--- src/rtl/pipe_pkg.sv ---
// Shared pipeline types and constants for the ID/EX stage.
package pipe_pkg;
    localparam int XLEN = 32;
    localparam int REGW = 5;

    typedef logic [XLEN-1:0] word_t;
    typedef logic [REGW-1:0] regidx_t;

    // x0 is hardwired zero and must never be forwarded into.
    localparam regidx_t REG_ZERO = '0;
endpackage

--- src/rtl/wb_fwd_select.sv ---
// Priority writeback selector: finds the youngest (lowest-numbered) writeback
// port targeting idx and returns its data. Purely combinational.
module wb_fwd_select #(
    parameter int XLEN = 32,
    parameter int REGW = 5,
    parameter int NWB  = 2
) (
    input  logic [REGW-1:0]     idx,
    input  logic [NWB-1:0]      wb_we,
    input  logic [NWB*REGW-1:0] wb_rd,
    input  logic [NWB*XLEN-1:0] wb_data,
    output logic                hit,
    output logic [XLEN-1:0]     data
);

    // Scan from the oldest port down so the lowest matching port wins last.
    always_comb begin
        hit  = 1'b0;
        data = '0;
        for (int j = NWB - 1; j >= 0; j--) begin
            if (wb_we[j] && (wb_rd[j*REGW +: REGW] == idx) &&
                (idx != REGW'(pipe_pkg::REG_ZERO))) begin
                hit  = 1'b1;
                data = wb_data[j*XLEN +: XLEN];
            end
        end
    end

endmodule

--- src/rtl/ex_operand_pipe.sv ---
// ID->EX operand register with flush, load-time bypass, in-place writeback
// snooping while held, per-operand forwarded flags and a stall counter.
module ex_operand_pipe #(
    parameter int XLEN        = pipe_pkg::XLEN,
    parameter int NSRC        = 2,
    parameter int NWB         = 2,
    parameter int REGW        = pipe_pkg::REGW,
    parameter int SCNTW       = 4,
    parameter bit LOAD_BYPASS = 1'b1
) (
    input  logic                 clk,
    input  logic                 reset,
    input  logic                 load,
    input  logic                 flush,
    input  logic                 hold_fwd,
    input  logic                 id_valid,
    input  logic [XLEN-1:0]      id_pc,
    input  logic [NSRC*REGW-1:0] id_src_idx,
    input  logic [NSRC*XLEN-1:0] id_src_data,
    input  logic [NWB-1:0]       wb_we,
    input  logic [NWB*REGW-1:0]  wb_rd,
    input  logic [NWB*XLEN-1:0]  wb_data,
    output logic                 ex_valid,
    output logic [XLEN-1:0]      ex_pc,
    output logic [NSRC*REGW-1:0] ex_src_idx,
    output logic [NSRC*XLEN-1:0] ex_src_data,
    output logic [NSRC-1:0]      ex_fwd_hit,
    output logic [SCNTW-1:0]     ex_stall_cnt
);

    logic [NSRC-1:0]           ld_hit;
    logic [NSRC-1:0][XLEN-1:0] ld_data;
    logic [NSRC-1:0]           hd_hit;
    logic [NSRC-1:0][XLEN-1:0] hd_data;

    // Instruction-level state: valid, PC, indices and the stall counter.
    always_ff @(posedge clk or negedge reset) begin
        if (!reset) begin
            ex_valid     <= 1'b0;
            ex_pc        <= '0;
            ex_src_idx   <= '0;
            ex_stall_cnt <= '0;
        end else if (flush) begin
            ex_valid     <= 1'b0;
            ex_stall_cnt <= '0;
        end else if (load) begin
            ex_valid     <= id_valid;
            ex_pc        <= id_pc;
            ex_src_idx   <= id_src_idx;
            ex_stall_cnt <= '0;
        end else if (hold_fwd) begin
            if (ex_stall_cnt != {SCNTW{1'b1}})
                ex_stall_cnt <= ex_stall_cnt + SCNTW'(1);
        end
    end

    for (genvar k = 0; k < NSRC; k++) begin : g_src
        // Bypass select on the incoming ID index.
        wb_fwd_select #(.XLEN(XLEN), .REGW(REGW), .NWB(NWB)) u_ld_sel (
            .idx     (id_src_idx[k*REGW +: REGW]),
            .wb_we   (wb_we),
            .wb_rd   (wb_rd),
            .wb_data (wb_data),
            .hit     (ld_hit[k]),
            .data    (ld_data[k])
        );

        // Snoop select on the already-registered index.
        wb_fwd_select #(.XLEN(XLEN), .REGW(REGW), .NWB(NWB)) u_hd_sel (
            .idx     (ex_src_idx[k*REGW +: REGW]),
            .wb_we   (wb_we),
            .wb_rd   (wb_rd),
            .wb_data (wb_data),
            .hit     (hd_hit[k]),
            .data    (hd_data[k])
        );

        // Operand k data and forwarded flag; flush only clears the flag.
        always_ff @(posedge clk or negedge reset) begin
            if (!reset) begin
                ex_src_data[k*XLEN +: XLEN] <= '0;
                ex_fwd_hit[k]               <= 1'b0;
            end else if (flush) begin
                ex_fwd_hit[k]               <= 1'b0;
            end else if (load) begin
                if (LOAD_BYPASS && ld_hit[k]) begin
                    ex_src_data[k*XLEN +: XLEN] <= ld_data[k];
                    ex_fwd_hit[k]               <= 1'b1;
                end else begin
                    ex_src_data[k*XLEN +: XLEN] <= id_src_data[k*XLEN +: XLEN];
                    ex_fwd_hit[k]               <= 1'b0;
                end
            end else if (hold_fwd && hd_hit[k]) begin
                ex_src_data[k*XLEN +: XLEN] <= hd_data[k];
                ex_fwd_hit[k]               <= 1'b1;
            end
        end
    end

endmodule
--- config.mk ---
export PLATFORM = sky130hd
export DESIGN_NAME = ex_operand_pipe
export DESIGN_NICKNAME = d
export VERILOG_FILES = /design/src/rtl/pipe_pkg.sv /design/src/rtl/wb_fwd_select.sv /design/src/rtl/ex_operand_pipe.sv
export SDC_FILE = /design/constraint.sdc
export NUM_CORES = 1
export LEC_CHECK = 0
export CAP_MARGIN = 10
export CORE_MARGIN = 2
export CORE_UTILIZATION = 39
export DETAILED_ROUTE_END_ITERATION = 6
export PLACE_DENSITY = 0.85
export SLEW_MARGIN = 25
export SYNTH_ARGS = -nofsm -noshare
export SYNTH_HDL_FRONTEND = slang
export SYNTH_SLANG_ARGS = --single-unit
--- constraint.sdc ---
create_clock -name clk -period 2.2 [get_ports clk]
set_clock_uncertainty 0.15 [all_clocks]
set_input_delay 0.44 -clock clk [delete_from_list [all_inputs] [get_ports clk]]
set_output_delay 0.44 -clock clk [all_outputs]
set_load 0.005 [all_outputs]
---- Word-level counts from Yosys, hierarchy flattened ----
Cells that the tools add are included.
word-level totals
  word-level logic and storage cells ...... 88
  flip-flop bits (word level) ............. 113
  memories ................................ 0
  input bits .............................. 188
  latch bits .............................. 0
  RAM bits ................................ 0
  memory bits (read-only) ................. 0
  output and inout port bits .............. 113
operators by class
  add/sub/neg operators ................... 1
  mux-type cells .......................... 36
  magnitude comparators ................... 0
  div/mod/pow operators ................... 0
  bitwise gates (word level) .............. 1
  equal/unequal tests ..................... 9
  shift-type cells ........................ 0
  $mul .................................... 0
  reduce and logical (&&, ||, !) cells .... 33
operators by type and width
  kind                                          count
  two-way mux 32 bit                            14
  == test 5 bit                                 8
  nonzero test 5 bit                            4
  logical AND 1 bit                             18
  two-way mux 1 bit                             18
  two-way mux 4 bit                             4
  nonzero test 3 bit                            4
  AND reduction 2 bit                           4
  nonzero test 2 bit                            3
  adder 4 x 1 -> 4 bit (second input constant)  1
  != test 4 bit (second input constant)         1
  inverter 1 bit                                1

---- Logic depth before layout (Yosys ltp) ----
Gate-level depths: netlist (run 1).
  depth in word-level cells ............... 9
  mapped depth ............................ 9
  mapped depth without buffers ............ 6

---- Cells and area by module ----
Synthesis (run 1) repeated with hierarchy kept, for this count alone.
unflattened totals
  cell total of the unflattened synthesis .. 799
  area total of the unflattened synthesis .. 9246.4 µm²
modules (own cells, without submodules)
  module           sequential area each (µm²)  instances  cells each  area an instance (µm²)
  ex_operand_pipe  2827.7                      1          419         5347.6
  wb_fwd_select    0.0                         4          95          974.7

---- Worst setup path after synthesis (run 1) ----
No wires, ideal clock.
  kind .................................... input port to flip-flop
  start point ............................. input wb_rd[1]
  end point ............................... register ex_src_data[10]
  required time ........................... 1.920 ns
  cell stages on the path ................. 7
  slack ................................... -0.196 ns
  buffers on the path ..................... 2
  setup time .............................. 0.130 ns
  data arrival time ....................... 2.116 ns
  cells stage by stage .................... buf_2 xnor2_1 nand4_2 or3_1 a311oi_4 buf_2 a31oi_1
on the way
  longest elaborated chain between the ends .. 7
RTL lines
  what                                  RTL line               RTL
  start, declared                       ex_operand_pipe.sv:21  input logic [NWB*REGW-1:0] wb_rd,
  == test 5 bit                         wb_fwd_select.sv:21    if (wb_we[j] && (wb_rd[j*REGW +: REGW] == idx) &&
  logical AND 1 bit (2 in a row)        wb_fwd_select.sv:21
  two-way mux 1 bit                     wb_fwd_select.sv:21
  logical AND 1 bit                     ex_operand_pipe.sv:93  end else if (hold_fwd && hd_hit[k]) begin
  nonzero test 2 bit (no source line)   n/a
  AND reduction 2 bit (no source line)  n/a
  end signal, assigned by index         ex_operand_pipe.sv:87  ex_src_data[k*XLEN +: XLEN] <= ld_data[k];
  end signal, assigned by index         ex_operand_pipe.sv:90  ex_src_data[k*XLEN +: XLEN] <= id_src_data[k*XLEN +: XLEN];
  end signal, assigned by index         ex_operand_pipe.sv:94  ex_src_data[k*XLEN +: XLEN] <= hd_data[k];
  end, declared                         ex_operand_pipe.sv:26  output logic [NSRC*XLEN-1:0] ex_src_data,
Parallel ways exist; a longest one is shown, timed or not. The select of a mux whose other input is x is not followed.
A chain may end at the register's enable or synchronous reset.

---- Worst setup path after layout (run 1) ----
  start point ............................. register ex_src_idx[6]
  end point ............................... register ex_src_data[49]
on the way
  longest elaborated chain between the ends .. 8
RTL lines
  what                                  RTL line               RTL
  start, declared                       ex_operand_pipe.sv:25  output logic [NSRC*REGW-1:0] ex_src_idx,
  start signal, assigned                ex_operand_pipe.sv:49  ex_src_idx <= id_src_idx;
  == test 5 bit                         wb_fwd_select.sv:21
  logical AND 1 bit (2 in a row)        wb_fwd_select.sv:21
  two-way mux 1 bit (2 in a row)        wb_fwd_select.sv:21
  logical AND 1 bit                     ex_operand_pipe.sv:93
  nonzero test 2 bit (no source line)   n/a
  AND reduction 2 bit (no source line)  n/a
Parallel ways exist; a longest one is shown, timed or not. The select of a mux whose other input is x is not followed.

==> summary.md, run 1 <==
| Metric | Value |
|---|---|
| Mean post-synth cell area | 9.64 µm² |
| Post-synth top area cell | dfrtp_1 |
| Pre-CTS setup slack | -0.732 ns |
| Number of synthesized flops with an enable pin | 0 |
| Crit path kind | reg2reg |
| Flop pwr share | between 30 and 40% |
| Largest fanout on the critical path | 6 |
| Startpoint types | flop |
| Area occupied by multi-input gates | roughly 4200 µm² |
| Crit. Startpoint | ex_src_idx[6] |
| DRT Pass-1 Iters | 7 |
| Filler Cell Count | 1138 |
| Placed Area | 10800 µm² |
| Max-slew headroom | around three quarters |
| Final Instance Count excl. Fillers | around 1300 |
| Post-synth design cell area | roughly 6800 µm² |
| Die width | 136 µm |
| Hold Crit Class | in2reg |
| Pin count of the biggest net entering global routing | 66 |
| Switch share | 29.6% |
| Slew Viols, Final | 0 |
| Hold Slack | 0.270 ns |
| Antenna fix cells | 0 |
| RSZ-0062 raised after global routing | true |
| GRT Total Usage | 32.3% |
| CTS H-tree depth | 4 |
| Highest clock rate | 0.408 GHz |
| Ys Warns | 0 |
| Yosys top cell area share | 41.6% |
| Die area | 18500 µm² |
| Final HPWL DP | 19500 µm |
| Max_cap viols | 0 |
| Area Overhead vs Synth | 90.4% |
| Fin crit share | 111% |
| Post-Place Cells | 1260 |
| Inserted Clock Buffers | 17 |
| Req. time, crit path | between 2 and 2.5 ns |
| Worst-Margin Slew | 0.401 ns |
| Setup crit end kind | flop |
| Worst VDD drop | 0.520 mV |
| Clk network pwr share | 32.3% |
| Finished Cell Area | 12900 µm² |
| Most common cell after layout, fill and taps aside | clkdlybuf4s50_1 |
| Yosys reg bits | 113 |
| Num rows | 48 |
| Crit path time final | 2.45 ns |
| Most frequent cells in the layout | clkdlybuf4s50_1, dfrtp_1, buf_4 |
| Setup Viol. Count Final | between 60 and 70 |
| CTS tree | built |
| Violated checks | design-rule violations, negative setup slack |
| Final WL | 32300 µm |
| Combinational power share | 35.3% |
| Status | finished with violations |
| Pwr Total | approximately 8.3 mW |
| Antenna violations before repair | 1 |
| Distinct cells, synth | 52 |
| Grt total ovfl | 0 |
| GPL Wtd Cong | 0.909 |
| Layout cells sized above 1 | 30.6% |
| Final Hold Viols | 0 |
| Clock Tree Root | clkbuf_16 |
| Synth Net Count | 894 |
| Util after Layout | 75.4% |
| Worst R2R Path Depth | 10 |
| Cell Pwr Density | 644 nW/µm² |
| Prevailing post-synth register cell | dfrtp_1 |
| CTS sink count | 113 |
| Vias in the first global route | 8026 |
| Clk buf depth | 2 |
| Vias | 8123 |
| Initial Util | 39.6% |
| Switching power | 2.47 mW |
| First-pass GRT wire length | 45200 µm |
| Vias per inst | 6.02 |
| Hold path start | id_src_idx[5] |
| Crit path capture | ex_src_data[49] |
| Iteration-0 DRC Markers | between 600 and 700 |
| Final worst slack | -0.251 ns |
| I/O pins | approximately 300 |
| Int Pwr | roughly 6 mW |
| # DRC | 5 |
| Asr flop ratio synth | 100% |
| Clock Latency Late Sink | 0.41 ns |
| Worst-path clk slew | 0.06 ns |
| Core ar. | 17200 µm² |
| Final #Nets | 1301 |
| Worst R2R End | ex_src_data[49] |
| Flop2flop setup slack | -0.25 ns |
| Top post-synthesis cells by area | dfrtp_1, mux2_2, mux2i_1 |
| Critical Path AT | 2.63 ns |
| Setup TNS | -11.70 ns |
| Sequential share of the synthesized area | 41.6% |
| Post-synthesis cell count | roughly 700 |
| Routed Antenna Nets | 0 |
| Die Span Y | approximately 140 µm |
| Avg WL per Cell | roughly 24 µm |
| PortBufs | 300 |
| Reg-to-reg startpoint | ex_src_idx[6] |
| Reg area | ~2800 µm² |
| Leakage | 5.19 nW |
cells in the mapped netlist (all sizes together), types with 2 or more instances:
cell type and number:
xor2 5, a311o 13, o22ai 2, mux2 43, or2 2, a211oi 14
xnor2 38, o211a 2, or3 31, o41ai 4, o21ai 42, nand2 44
nor3 12, inv 36, o211ai 5, a31oi 33, mux2i 34, a22oi 19
or4 4, a21oi 26, o221ai 30, buf 23, nand3 5, dfrtp 113
and4 2, a222oi 2, nand4 6, clkbuf 41, o31ai 21, nor2 43
power groups by stage:
stage               registers (mW)  logic, mW  clock network, mW
floorplan                     2.70      0.846                  0
global placement              2.67       2.40                  0
detailed placement            2.68       2.44                  0
CTS                           2.66       2.73               2.70
global route                  2.73       3.11               2.81
finish                        2.70       2.94               2.69
critical path, stage by stage (launching register included):
cell	delay, ns
dfrtp_1	0.38
or4_4	0.54
o211ai_1	0.22
buf_4	0.16
nor3_4	0.04
buf_6	0.11
a21oi_4	0.16
buf_6	0.15
buf_12	0.15
o221ai_4	0.10
mux2i_1	0.18
layout make-up:
class | count | area share (%)
repair buffers | 450 | 37.9
clock inverters | 12 | 0.909
well taps | 225 | 2.17
multi-input cells | 494 | 32.7
flip-flops and latches | 113 | 21.9
clock buffers | 19 | 3.42
inverters | 36 | 1.04
kinds of logic (layout without fill, tap and decap cells):
logic type | Yosys count | in the layout | share of synthesized area [%]
compound gates | 220 | 220 | 22.7
xor+xnor | 43 | 43 | 5.65
fa+ha+maj | 1 | 1 | 0.184
buf+inv | 100 | 517 | 6.26
flops | 113 | 113 | 41.6
mux | 77 | 79 | 12.1
simple gates | 151 | 151 | 11.4
registers in the layout, summed over array words and instances, names as in the netlist:
register      flops
ex_fwd_hit        2
ex_src_data      64
ex_pc            32
ex_stall_cnt      4
ex_valid          1
ex_src_idx       10
worst min-delay path by stage:
stage / to / slack (ns) / depth (start not counted)
finish: ex_src_idx[5] / 0.27 / 2
global route: ex_src_idx[5] / 0.30 / 2
CTS: ex_src_idx[2] / 0.29 / 2
detailed placement: ex_pc[19] / 0.31 / 2
global placement: ex_pc[19] / 0.31 / 2
floorplan: ex_fwd_hit[0] / -0.006 / 0
metal layers:
metal | vias to the layer above | wire (µm) | part of all wire, % | track usage, %
li1 | 3469 | - | - | -
met1 | 3915 | 11500 | 36 | 37.6
met2 | 591 | 15400 | 48 | 53.9
met3 | 146 | 3760 | 12 | 9.81
met4 | 2 | 1530 | 4.7 | 15.9
met5 | - | 13 | 0.040 | 0
repair_timing:
item | in CTS | in global routing
resized for setup | 89 | 105
buffers inserted | 28 | 12
pin swaps | 32 | 33
hold buffers | 1 | 0
endpoints found under the setup margin | 65 | 66
hold endpoints to repair | 113 | 0
cloned | 17 | 5
(Power assumes the default switching activity.)
==> inputs of run 2 (changes only) <==
--- a/config.mk
+++ b/config.mk
@@ -5,11 +5,12 @@
 export SDC_FILE = /design/constraint.sdc
 export NUM_CORES = 1
 export LEC_CHECK = 0
+export ABC_AREA = 0
 export CAP_MARGIN = 10
 export CORE_MARGIN = 2
 export CORE_UTILIZATION = 39
 export DETAILED_ROUTE_END_ITERATION = 6
-export PLACE_DENSITY = 0.85
+export PLACE_DENSITY = 0.78
 export SLEW_MARGIN = 25
 export SYNTH_ARGS = -nofsm -noshare
 export SYNTH_HDL_FRONTEND = slang
==> run 2 against run 1 <==
  * The flow finishes with violations (negative setup slack)
  * Global-route usage hardly changed
  * Cell area rose by 4.3%
  * Clock power rose by 13%
  * Sequential power barely moved
  * First-iteration DRC count is 26% lower
  * Critical path type is now in2reg
  * Highest routed layer is now met4
==> summary.md, run 2 (same netlist as run 1, synthesis figures left out) <==
| Metric | Value |
|---|---|
| Status | finished with violations (unchanged) |
| Violated checks | negative setup slack (was design-rule violations, negative setup slack) |
| CTS H-tree depth | 4 (unchanged) |
| Req. time, crit path | 2.33 ns (was 2.38 ns) |
| Cell Pwr Density | 655 nW/µm² (was 644 nW/µm²) |
| Worst VDD drop | 0.492 mV (was 0.520 mV) |
| Grt total ovfl | 0 (unchanged) |
| Final worst slack | -0.284 ns (was -0.251 ns) |
| Vias in the first global route | 8079 (was 8026) |
| PortBufs | 300 (unchanged) |
| Core ar. | 17200 µm² (unchanged) |
| Largest Register | ex_src_data (unchanged) |
| Clock Tree Root | clkbuf_16 (unchanged) |
| Antenna violations before repair | 1 (unchanged) |
| Setup crit end kind | flop (unchanged) |
| Max-slew headroom | 71.6% (was 73.3%) |
| Hold Crit Class | in2reg (unchanged) |
| GPL Wtd Cong | 0.895 (was 0.909) |
| Avg WL per Cell | 24.6 µm (was 23.9 µm) |
| Final WL | 33800 µm (was 32300 µm) |
| Pin count of the biggest net entering global routing | 61 (was 66) |
| Inserted Clock Buffers | 17 (unchanged) |
| CTS tree | built (unchanged) |
| Worst-path clk slew | 0.06 ns (about the same) |
| GRT Total Usage | 32.2% (was 32.3%) |
| Iteration-0 DRC Markers | 520 (was 698) |
| Slew Viols, Final | 0 (unchanged) |
| Largest fanout on the critical path | 8 (was 6) |
| RSZ-0062 raised after global routing | true (unchanged) |
| Leakage | 5.39 nW (was 5.19 nW) |
| Area Overhead vs Synth | 98.6% (was 90.4%) |
| Routed Antenna Nets | 0 (unchanged) |
| Vias | 8115 (was 8123) |
| Die Span Y | 136 µm (unchanged) |
| Max_cap viols | 0 (unchanged) |
| Finished Cell Area | 13500 µm² (was 12900 µm²) |
| Startpoint types | input pin (was flop) |
| Largest registers | ex_src_data: 64 flops, ex_pc: 32 flops, ex_src_idx: 10 flops (unchanged) |
| Initial Util | 39.6% (unchanged) |
| Final #Nets | 1327 (was 1301) |
| Setup TNS | -11.90 ns (was -11.70 ns) |
| Critical Path AT | 2.62 ns (was 2.63 ns) |
| Post-Place Cells | 1264 (was 1260) |
| Util after Layout | 78.6% (was 75.4%) |
| Die area | 18500 µm² (unchanged) |
| Most common cell after layout, fill and taps aside | clkdlybuf4s50_1 (unchanged) |
| Fin crit share | 113% (was 111%) |
| Vias per inst | 5.89 (was 6.02) |
| Placed Area | 10800 µm² (about the same) |
| Highest clock rate | 0.403 GHz (was 0.408 GHz) |
| Setup Viol. Count Final | 64 (unchanged) |
| CTS sink count | 113 (unchanged) |
| Crit path kind | in2reg (was reg2reg) |
| Most frequent cells in the layout | clkdlybuf4s50_1, dfrtp_1, buf_4 (unchanged) |
| Final Hold Viols | 0 (unchanged) |
| Final HPWL DP | 18700 µm (was 19500 µm) |
| Num rows | 48 (unchanged) |
| Worst-Margin Slew | 0.426 ns (was 0.401 ns) |
| First-pass GRT wire length | 45200 µm (about the same) |
| I/O pins | 301 (unchanged) |
| Max reg flops | 64 (unchanged) |
| Die width | 136 µm (unchanged) |
| Filler Cell Count | 1079 (was 1138) |
| DRT Pass-1 Iters | 5 (was 7) |
| Clk buf depth | 2 (unchanged) |
| Clock Latency Late Sink | 0.41 ns (about the same) |
| # DRC | 0 (was 5) |
| Crit path time final | 2.48 ns (was 2.45 ns) |
| Layout cells sized above 1 | 36.3% (was 30.6%) |
| Final Instance Count excl. Fillers | 1377 (was 1349) |
[run 2: cell count changes in the layout (fill, tap and decap cells not counted), moves of 7 or more]
cell	delta
a22oi_1	-16
a22oi_2	+16
buf_4	+14
buf_6	+14
nor2_4	+11
nor2_1	-9
o21ai_0	-8
o21ai_1	+8
clkinv_2	-7
[run 2: timing repair]
action / CTS / global route
endpoints found under the hold margin: 113 / 0
pin swaps: 86 / 34
gates resized for setup: 176 / 113
hold buffers: 1 / 0
buffers inserted: 39 / 12
cloned: 16 / 14
setup endpoints to repair: 67 / 67
[run 2: path summary, 6_finish.rpt]
kind / startpoint / to / slack (ns) / cells past startpoint
min in group asynchronous: reset / ex_src_data[22] / 0.25 / 2
worst max-delay path: wb_rd[7] / ex_src_data[50] / -0.28 / 10
worst max register to register: ex_src_idx[2] / ex_src_data[4] / -0.27 / 9
worst min-delay path: id_src_idx[2] / ex_src_idx[2] / 0.19 / 2
max in group asynchronous: reset / ex_pc[6] / 1.07 / 3
worst min register to register: ex_pc[14] / ex_pc[14] / 0.35 / 1
[run 2: cell type report]
type                    instances  area [µm²]  area share (%)
well taps                     225         282            2.09
flip-flops and latches        113        2830            21.0
diodes                          1        2.50          0.0185
inverters                      36         135            1.00
clock buffers                  18         439            3.25
multi-input cells             496        4540            33.6
repair buffers                474        5070            37.5
clock inverters                14         204            1.51
[run 2: worst max-delay path, cell delays in order]
cell and delay (ns):
clkdlybuf4s50_1 0.43, buf_4 0.17, xnor2_2 0.18, o211ai_1 0.17
or2_2 0.36, o21a_4 0.29, buf_12 0.15, buf_16 0.15
o221ai_2 0.15, mux2i_1 0.12
[run 2: power by group]
part	switching, mW	internal [mW]	total [mW]
Clock	1.11	1.94	3.05
Sequential	0.275	2.43	2.71
Combinational	1.26	1.83	3.09
Total	2.65	6.20	8.85
[run 2: per-layer routing]
layer	GRT usage [%]	up-vias	part of all wire (%)
met3	9.84	121	11
met5	0	-	0
li1	-	3520	-
met1	37.9	3960	35
met4	11.6	0	5.6
met2	55.5	514	48
[run 2: per-stage QoR]
stage	hold WS, ns	worst slack [ns]	power [mW]
global route	0.186	-0.341	9.20
global placement	0.117	-0.761	5.06
CTS	0.173	-0.191	8.50
finish	0.192	-0.284	8.85
detailed placement	0.118	-0.763	5.10
floorplan	-0.00559	-0.0818	3.55
==> inputs of run 3 (changes only) <==
--- a/config.mk
+++ b/config.mk
@@ -7,10 +7,11 @@
 export LEC_CHECK = 0
 export ABC_AREA = 0
 export CAP_MARGIN = 10
-export CORE_MARGIN = 2
-export CORE_UTILIZATION = 39
+export CORE_AREA = 2 2 118 120
 export DETAILED_ROUTE_END_ITERATION = 6
-export PLACE_DENSITY = 0.78
+export DIE_AREA = 0 0 120 122
+export DONT_BUFFER_PORTS = 1
+export PLACE_DENSITY = 0.69
 export SLEW_MARGIN = 25
 export SYNTH_ARGS = -nofsm -noshare
 export SYNTH_HDL_FRONTEND = slang
==> run 3 against run 2 <==
  * The flow finishes with violations (negative hold slack, negative setup slack)
  * Flip-flop and latch count did not move
  * Routed wire length fell by 25%
  * Combinational power fell by 53%
  * Register-to-register slack improved by 0.07 ns
  * Core utilization fell by 12 points
  * Largest power group is now sequential cells
==> summary.md, run 3 (same netlist as run 1, synthesis figures left out) <==
| Metric | Value |
|---|---|
| Setup crit end kind | flop (unchanged) |
| Die Span Y | 122 µm (was 136 µm) |
| CTS H-tree depth | 4 (unchanged) |
| Avg WL per Cell | 27.0 µm (was 24.6 µm) |
| Final HPWL DP | 16100 µm (was 18700 µm) |
| Cell Pwr Density | 766 nW/µm² (was 655 nW/µm²) |
| Crit path time final | 2.40 ns (was 2.48 ns) |
| Max reg flops | 64 (unchanged) |
| PortBufs | 0 (was 300) |
| Setup Viol. Count Final | 64 (unchanged) |
| Final Hold Viols | 113 (was 0) |
| Grt met1 use | 38.6% (was 37.9%) |
| Met2 Usage GRT | 54.8% (was 55.5%) |
| Critical Path AT | 2.54 ns (was 2.62 ns) |
| Slew Viols, Final | 0 (unchanged) |
| Worst VDD drop | 0.600 mV (was 0.492 mV) |
| GPL Wtd Cong | 0.912 (was 0.895) |
| Hold Crit Class | in2async (was in2reg) |
| Die area | 14600 µm² (was 18500 µm²) |
| Area Overhead vs Synth | 31.7% (was 98.6%) |
| Max-slew headroom | 66.4% (was 71.6%) |
| Vias | 6358 (was 8115) |
| Util after Layout | 66.3% (was 78.6%) |
| Vias per inst | 6.81 (was 5.89) |
| Placed Area | 7350 µm² (was 10800 µm²) |
| Most common cell after layout, fill and taps aside | dfrtp_1 (was clkdlybuf4s50_1) |
| First-pass GRT wire length | 36500 µm (was 45200 µm) |
| I/O pins | 301 (unchanged) |
| Hold Slack | -0.433 ns (was 0.192 ns) |
| Largest fanout on the critical path | 9 (was 8) |
| Layout cells sized above 1 | 33.3% (was 36.3%) |
| Max_cap viols | 0 (unchanged) |
| Largest Register | ex_src_data (unchanged) |
| Antenna fix cells | 0 (was 1) |
| Clk buf depth | 2 (unchanged) |
| Most frequent cells in the layout | dfrtp_1, buf_4, nand2_1 (was clkdlybuf4s50_1, dfrtp_1, buf_4) |
| Final worst slack | -0.202 ns (was -0.284 ns) |
| Violated checks | negative hold slack, negative setup slack (was negative setup slack) |
| Worst-Margin Slew | 0.503 ns (was 0.426 ns) |
| Iteration-0 DRC Markers | 592 (was 520) |
| DRT Pass-1 Iters | 5 (unchanged) |
| CTS tree | built (unchanged) |
| Clock Tree Root | clkbuf_16 (unchanged) |
| Vias in the first global route | 6382 (was 8079) |
| Highest clock rate | 0.416 GHz (was 0.403 GHz) |
| Core ar. | 13500 µm² (was 17200 µm²) |
| Largest registers | ex_src_data: 64 flops, ex_pc: 32 flops, ex_src_idx: 10 flops (unchanged) |
| Post-CTS Hold Buffers | 2 (was 1) |
| Final WL | 25200 µm (was 33800 µm) |
| GRT Total Usage | 32.8% (was 32.2%) |
| Die width | 120 µm (was 136 µm) |
| Inserted Clock Buffers | 17 (unchanged) |
| Pwr Total | 6.85 mW (was 8.85 mW) |
| Final #Nets | 931 (was 1327) |
| Pin count of the biggest net entering global routing | 114 (was 61) |
| CTS sink count | 113 (unchanged) |
| Status | finished with violations (unchanged) |
| Antenna violations before repair | 0 (was 1) |
| Grt met3 use | 12.0% (was 9.84%) |
| Layer with the highest usage | met2 (unchanged) |
| Pre-CTS setup slack | -0.252 ns (was -0.763 ns) |
| Routed Antenna Nets | 0 (unchanged) |
| Initial Util | 50.3% (was 39.6%) |
| Num rows | 43 (was 48) |
| # DRC | 0 (unchanged) |
| Finished Cell Area | 8950 µm² (was 13500 µm²) |
| Leakage | 3.43 nW (was 5.39 nW) |
| Crit path kind | reg2reg (was in2reg) |
| Grt total ovfl | 0 (unchanged) |
| RSZ-0062 raised after global routing | true (unchanged) |
| Clock Latency Late Sink | 0.41 ns (about the same) |
| Fin crit share | 109% (was 113%) |
| Req. time, crit path | 2.34 ns (was 2.33 ns) |
| Worst-path clk slew | 0.06 ns (about the same) |
| Startpoint types | flop (was input pin) |
==> run 3: cell types whose count changed in the layout (fill, tap and decap cells not counted), sizes merged, moves of 2 or more <==
cell / change
clkdlybuf4s50: -277
buf: -98
clkbuf: -8
dlygate4sd2: -8
bufinv: -2
inv: -2
==> run 3: per-stage QoR <==
stage	hold WS (ns)	cells	TNS [ns]
after CTS	-0.445	925	-8.71
after global placement	-0.00338	873	-14.10
after floorplan	-0.00559	705	-3.13
after global routing	-0.452	934	-13.97
after detailed placement	-0.00319	873	-12.99
final	-0.433	934	-9.21
==> run 3: layer usage <==
metal / share of wire (%) / vias to the layer above
met1: 37 / 3144
met4: 3.9 / 0
met5: 0 / -
met2: 49 / 434
met3: 10 / 67
li1: - / 2713
==> run 3: layout make-up <==
type	count	area, µm²
fill	1028	4550
multi-input combinational	495	4240
sequential	113	2830
timing repair buffer	79	955
clock buffer	20	447
tap	180	225
inverter	36	135
clock inverter	11	115
==> run 3: worst max-delay path, cell delays in order, from the launching register on <==
cell and delay, ns:
dfrtp_1 0.38, or4_4 0.58, nor2_4 0.14, nor3_4 0.06
buf_12 0.13, buf_12 0.14, mux2_4 0.35, a22oi_2 0.24
a31oi_4 0.10
==> run 3: final timing paths <==
check	depth (start not counted)	start	slack, ns	to
min in group clk	1	id_pc[19]	0.03	ex_pc[19]
worst min register to register	1	ex_pc[20]	0.38	ex_pc[20]
worst min-delay path	0	reset	-0.43	ex_src_data[61]
worst max register to register	8	ex_src_idx[1]	-0.20	ex_src_data[22]
worst max-delay path	8	ex_src_idx[1]	-0.20	ex_src_data[22]
max in group asynchronous	0	reset	2.08	ex_src_idx[3]
==> run 3: where the power goes <==
group,switching (mW),internal [mW]
sequential,0.316,2.44
clock,0.983,1.68
combinational,0.697,0.746
==> run 3: repair_timing <==
| action | 4_1_cts | 5_1_grt |
|---|---|---|
| endpoints found under the setup margin | 65 | 66 |
| gates resized for setup | 53 | 59 |
| buffers inserted | 14 | 4 |
| pin swaps | 10 | 24 |
| cloned | 5 | 7 |
| hold endpoints to repair | 120 | 113 |
